`src/rtl/ds_frame_ctrl.sv`:
```
// Frame-level sequencer for the 3:1 downscaler: checks active geometry per frame,
// generates x/y decimation phases and the output-sample strobe, and gates the datapath.
module ds_frame_ctrl #(
  parameter int HACT   = 10,
  parameter int VACT   = 10,
  parameter int FACTOR = 3
) (
  input  logic                         clk,
  input  logic                         rstn,
  input  logic                         i_vsync,
  input  logic                         i_hsync,
  input  logic                         i_de,
  input  logic                         cfg_en,
  input  logic                         cfg_bypass,
  input  logic                         err_clr,
  output logic [1:0]                   o_state,
  output logic                         o_run,
  output logic                         o_bypass,
  output logic [$clog2(FACTOR)-1:0]    o_x_phase,
  output logic [$clog2(FACTOR)-1:0]    o_y_phase,
  output logic                         o_sample,
  output logic [$clog2(HACT+1)-1:0]    o_pix_cnt,
  output logic [$clog2(VACT+1)-1:0]    o_line_cnt,
  output logic                         o_frame_err
);

  localparam int XW = $clog2(FACTOR);
  localparam int PW = $clog2(HACT + 1);
  localparam int LW = $clog2(VACT + 1);

  localparam logic [XW-1:0] X_LAST = XW'(FACTOR - 1);
  localparam logic [PW-1:0] HACT_C = PW'(HACT);
  localparam logic [LW-1:0] VACT_C = LW'(VACT);

  typedef enum logic [1:0] {
    S_IDLE = 2'd0,
    S_ARM  = 2'd1,
    S_RUN  = 2'd2,
    S_ERR  = 2'd3
  } state_t;

  state_t          state_r;
  logic            run_r;
  logic            bypass_r;
  logic [XW-1:0]   x_phase_r;
  logic [XW-1:0]   y_phase_r;
  logic [PW-1:0]   pix_cnt_r;
  logic [LW-1:0]   line_cnt_r;
  logic            frame_err_r;
  logic            vsync_q_r;
  logic            de_q_r;

  logic            v_r_s;
  logic            d_f_s;
  logic            err_s;
  logic [LW-1:0]   line_inc_s;
  logic            hsync_unused_s;

  function automatic logic [XW-1:0] phase_inc(input logic [XW-1:0] p);
    return (p == X_LAST) ? '0 : p + XW'(1);
  endfunction

  assign hsync_unused_s = i_hsync;
  assign v_r_s          = i_vsync & ~vsync_q_r;
  assign d_f_s          = ~i_de & de_q_r;
  assign line_inc_s     = line_cnt_r + LW'(1);

  // Geometry error detection; a line end coinciding with frame start is counted before the frame check
  always_comb begin
    err_s = 1'b0;
    if (state_r == S_RUN) begin
      if (i_de && (pix_cnt_r == HACT_C)) begin
        err_s = 1'b1;
      end else if (d_f_s && ((pix_cnt_r != HACT_C) || (line_cnt_r == VACT_C))) begin
        err_s = 1'b1;
      end else if (v_r_s && ((d_f_s ? line_inc_s : line_cnt_r) != VACT_C)) begin
        err_s = 1'b1;
      end else begin
        err_s = 1'b0;
      end
    end else begin
      err_s = 1'b0;
    end
  end

  // Frame sequencer with edge detectors, counters, phases and registered status outputs
  always_ff @(posedge clk or negedge rstn) begin
    if (!rstn) begin
      state_r     <= S_IDLE;
      run_r       <= 1'b0;
      bypass_r    <= 1'b0;
      x_phase_r   <= '0;
      y_phase_r   <= '0;
      pix_cnt_r   <= '0;
      line_cnt_r  <= '0;
      frame_err_r <= 1'b0;
      vsync_q_r   <= 1'b0;
      de_q_r      <= 1'b0;
    end else begin
      vsync_q_r   <= i_vsync;
      de_q_r      <= i_de;
      frame_err_r <= err_s | (frame_err_r & ~err_clr);
      case (state_r)
        S_IDLE: begin
          run_r      <= 1'b0;
          x_phase_r  <= '0;
          y_phase_r  <= '0;
          pix_cnt_r  <= '0;
          line_cnt_r <= '0;
          if (cfg_en) begin
            state_r <= S_ARM;
          end
        end
        S_ARM: begin
          if (!cfg_en) begin
            state_r <= S_IDLE;
          end else if (v_r_s) begin
            state_r    <= S_RUN;
            run_r      <= 1'b1;
            bypass_r   <= cfg_bypass;
            x_phase_r  <= '0;
            y_phase_r  <= '0;
            pix_cnt_r  <= '0;
            line_cnt_r <= '0;
          end
        end
        S_RUN: begin
          if (err_s) begin
            state_r    <= S_ERR;
            run_r      <= 1'b0;
            x_phase_r  <= '0;
            y_phase_r  <= '0;
            pix_cnt_r  <= '0;
            line_cnt_r <= '0;
          end else if (v_r_s) begin
            x_phase_r  <= '0;
            y_phase_r  <= '0;
            pix_cnt_r  <= '0;
            line_cnt_r <= '0;
            if (cfg_en) begin
              bypass_r <= cfg_bypass;
            end else begin
              state_r  <= S_IDLE;
              run_r    <= 1'b0;
            end
          end else if (i_de) begin
            pix_cnt_r <= pix_cnt_r + PW'(1);
            x_phase_r <= phase_inc(x_phase_r);
          end else if (d_f_s) begin
            pix_cnt_r  <= '0;
            x_phase_r  <= '0;
            line_cnt_r <= line_inc_s;
            y_phase_r  <= phase_inc(y_phase_r);
          end
        end
        S_ERR: begin
          run_r <= 1'b0;
          if (v_r_s) begin
            if (cfg_en) begin
              state_r  <= S_RUN;
              run_r    <= 1'b1;
              bypass_r <= cfg_bypass;
            end else begin
              state_r  <= S_IDLE;
            end
          end
        end
        default: begin
          state_r <= S_IDLE;
          run_r   <= 1'b0;
        end
      endcase
    end
  end

  assign o_state     = state_r;
  assign o_run       = run_r;
  assign o_bypass    = bypass_r;
  assign o_x_phase   = x_phase_r;
  assign o_y_phase   = y_phase_r;
  assign o_pix_cnt   = pix_cnt_r;
  assign o_line_cnt  = line_cnt_r;
  assign o_frame_err = frame_err_r;
  assign o_sample    = run_r & i_de & (x_phase_r == X_LAST) & (y_phase_r == X_LAST);

endmodule

```
`config.mk`:
```
export PLATFORM = sky130hd
export DESIGN_NAME = ds_frame_ctrl
export DESIGN_NICKNAME = d
export VERILOG_FILES = /design/src/rtl/ds_frame_ctrl.sv
export SDC_FILE = /design/constraint.sdc
export NUM_CORES = 1
export LEC_CHECK = 0
export BUFFER_PORTS_ARGS = -buffer_cell sky130_fd_sc_hd__buf_2
export CAP_MARGIN = 20
export CORE_UTILIZATION = 46
export CTS_CLUSTER_DIAMETER = 120
export CTS_CLUSTER_SIZE = 25
export DETAILED_ROUTE_END_ITERATION = 10
export PLACE_DENSITY = 0.71
export SLEW_MARGIN = 20
export SYNTH_ARGS = -nofsm -noshare
export SYNTH_HDL_FRONTEND = slang
export SYNTH_SLANG_ARGS = --single-unit
```
`constraint.sdc`:
```
create_clock -name clk -period 3.2 [get_ports clk]
set_input_delay 0.48 -clock clk [delete_from_list [all_inputs] [get_ports clk]]
set_output_delay 0.48 -clock clk [all_outputs]
set_load 0.01 [all_outputs]
```
==> impl_metrics.py <==
metrics = {
    "timing": {
        "final.setup_skew_ns": 0.00333,
        "setup-tns-final_ns": 0,
        "hold-worst-slack_ns": 0.0970,
        "finalMaxSlewViolations": 0,
        "final_period_demand_of_the_worst_path_ns": 2.08,
        "grt_setup_unrepaired": "no",
        "finalSetupViolations": 0,
        "fmax_mhz": 480,
        "tightest_slew_ns": 0.599,
        "hold_viol": 0,
        "layout_worst_path_cycle_share_pct": 65.1,
        "worst_slack_ns": 1.12,
        "slew_headroom_pct": 60.0,
    },
    "placed_design": {
        "buffer_ports.inserted": 24,
        "dp_worst_setup_slack_ns": 1.12,
        "globalplace.congestion": 0.784,
        "dp_hpwl_microns": 1780,
        "post_dp_cell_area_sq_um": 1230,
    },
    "worst_setup_path": {
        "critical_path_class": "reg -> reg",
        "r2r-start": "o_line_cnt[0]",
        "endpoint_kind": "flip-flop",
        "cp.arrival_ns": 2.26,
        "worstPathMaxFanout": 7,
        "critical_path.startpoint_type": "flip-flop",
        "cp.required_ns": 3.37,
        "startpoint": "o_line_cnt[0]",
    },
    "finish": {
        "drive_above_1_share_pct": 25.5,
        "layout_commonest_cell": "sky130_fd_sc_hd__buf_2",
        "num_antenna_cells": 0,
        "area_delta_synth_final_pct": 15.3,
        "layout.cell_area.non_filler_sq_um": 1260,
        "num-nets-final": 158,
        "layout_common_cells": "24 x sky130_fd_sc_hd__buf_2, 19 x sky130_fd_sc_hd__dfrtp_1, 17 x sky130_fd_sc_hd__o21ai_0, 15 x sky130_fd_sc_hd__nand2_1, 8 x sky130_fd_sc_hd__inv_1",
    },
    "drt": {
        "drt_first_iter_violations": 24,
        "via_count": 968,
        "antenna_violating_nets_post_route": 0,
        "routedWlPerCell_microns": 13.5,
        "route.detailed.drc": 0,
        "detail_route.vias_per_cell": 5.60,
        "drt_pass1_iterations": 4,
        "wl_microns": 2340,
    },
    "yosys": {
        "synthesis.area_per_instance_sq_um": 9.04,
        "postSynth.topFlopCell": "sky130_fd_sc_hd__dfrtp_1",
        "syn_nets": 133,
        "synth.yosys.warnings": 0,
        "synthDominantCellAreaShare_pct": 43.5,
        "sequential_element_share_of_the_synthesized_area_pct": 43.5,
        "synth_cell_type_count": 38,
        "synth_area_leaders": "sky130_fd_sc_hd__dfrtp_1 43%, sky130_fd_sc_hd__o21ai_0 7.8%, sky130_fd_sc_hd__nand2_1 5.1%",
        "post-synth-top-area-cell": "sky130_fd_sc_hd__dfrtp_1",
        "mappedNetlistArea_sq_um": 1090,
        "synth_edf_count": 0,
        "ys_ff_latch": 19,
        "synthArstFlopShare_pct": 100,
        "syn_inst": 121,
    },
    "power_and_ir_drop": {
        "switchingPower_uw": 291,
        "power_leakage_nw": 0.635,
        "switching_share_pct": 40.1,
        "p_total_uw": 728,
        "comb_power_share_pct": 33.3,
        "vdd.ir_drop.worst_mv": 0.347,
        "seq_power_share_pct": 50.3,
        "share_clk_of_total_power_pct": 16.4,
        "internal_power_uw": 436,
        "power_density_nw_per_um2": 577,
    },
    "floorplan": {
        "std_cell_rows": 17,
        "fp.dieW_microns": 50.8,
        "die_area_sq_um": 2580,
        "coreArea_sq_um": 2230,
        "io-pin-count": 26,
        "initial_core_util_pct": 49.0,
        "die_height_microns": 50.8,
    },
    "grt": {
        "first_global_vias": 897,
        "pin_count_of_the_biggest_net_entering_global_routing": 20,
        "track_usage_pct": 20.8,
        "globalRoute.totalOverflow": 0,
        "initial_antenna_violation_count": 0,
        "grt_first_pass_wirelength_microns": 3910,
    },
    "clock_network": {
        "cts-buffers-inserted": 3,
        "cts_tree": "done",
        "cts_post_setup_buffers_inserted": 0,
        "clkSinkCount": 19,
        "clk-insertion-delay-late_ns": 0.29,
        "clkTransAtPathRegs_ns": 0.11,
        "cts_repair_resize_count": 0,
        "ctsHoldBuffers": 0,
        "h-tree-depth": 1,
        "clockRootBuffer": "sky130_fd_sc_hd__clkbuf_4",
        "clockBufferDepth": 2,
    },
    "job": {
        "max_cap_violations": 0,
    },
    "min_path": {
        "min_path_type": "in -> async",
    },
    "outcome": {
        "run_status": "finished, final reports clean",
    },
}
## final timing paths
| path | endpoint | slack (ns) | cells past startpoint |
|---|---|---|---|
| setup / recovery | o_bypass | 1.12 | 7 |
| hold / removal | o_pix_cnt[0] | 0.1 | 1 |
| setup reg to reg | o_bypass | 1.12 | 7 |
| hold reg to reg | o_frame_err | 0.54 | 2 |
| max in group asynchronous | o_y_phase[1] | 2.81 | 1 |
| min in group clk | vsync_q_r | 0.31 | 1 |
## stage by stage
stage / std cells / utilization, %
global placement: 169 / 55.2
floorplan: 121 / -
finish: 173 / 56.5
global route: 173 / 56.5
CTS: 173 / 56.5
detailed placement: 169 / 55.2
## metal layers
layer	vias to the layer above	global-route usage [%]	part of all wire [%]
li1	484	-	-
met1	458	25.6	45
met5	-	0	0
met4	0	4.63	0.60
met2	24	35.8	49
met3	2	6.06	4.7
## critical path, cell delays in order (launching register included)
cell and delay [ns]:
sky130_fd_sc_hd__dfrtp_1 0.45, sky130_fd_sc_hd__inv_1 0.09, sky130_fd_sc_hd__ha_1 0.32, sky130_fd_sc_hd__nor4bb_1 0.29, sky130_fd_sc_hd__a31o_2 0.16, sky130_fd_sc_hd__o211ai_1 0.16
sky130_fd_sc_hd__o311ai_0 0.36, sky130_fd_sc_hd__nand3_1 0.13
## layout make-up
cell class | instances | area, sq um
clock buffers | 3 | 22.5
clock inverters | 1 | 5.00
fillers | 212 | 972
inverters | 8 | 30.0
multi-input cells | 90 | 573
flip-flops and latches | 19 | 475
well taps | 28 | 35.0
repair buffers | 24 | 120
## cell usage after synthesis, drive strengths merged, types with 3 or more instances
cell / count
dfrtp: 19
o21ai: 17
nand2: 15
inv: 8
nand3: 6
a21oi: 4
clkbuf: 4
ha: 4
nand2b: 4
nor2: 4
a21o: 3
nand3b: 3
o21a: 3
## power by group through the flow
stage	logic [mW]	registers (mW)	clock network, mW
after detailed placement	0.245	0.369	0
after floorplan	0.160	0.358	0
after global placement	0.239	0.365	0
final	0.243	0.366	0.119
after CTS	0.246	0.364	0.124
after global routing	0.276	0.376	0.137
## state kept, by name, summed over array words and instances, names as in the netlist
name         flops
o_bypass         1
o_pix_cnt        4
de_q_r           1
o_x_phase        2
o_line_cnt       4
vsync_q_r        1
o_y_phase        2
o_frame_err      1
o_run            1
o_state          2
## cell families after synthesis
logic type / after synthesis / share of synthesized area [%]
buf+inv: 12 / 4.12
fa+ha+maj: 4 / 4.58
simple gates: 45 / 23.8
xor+xnor: 1 / 0.801
compound gates: 40 / 23.2
flops: 19 / 43.5
(Power assumes the default switching activity.)
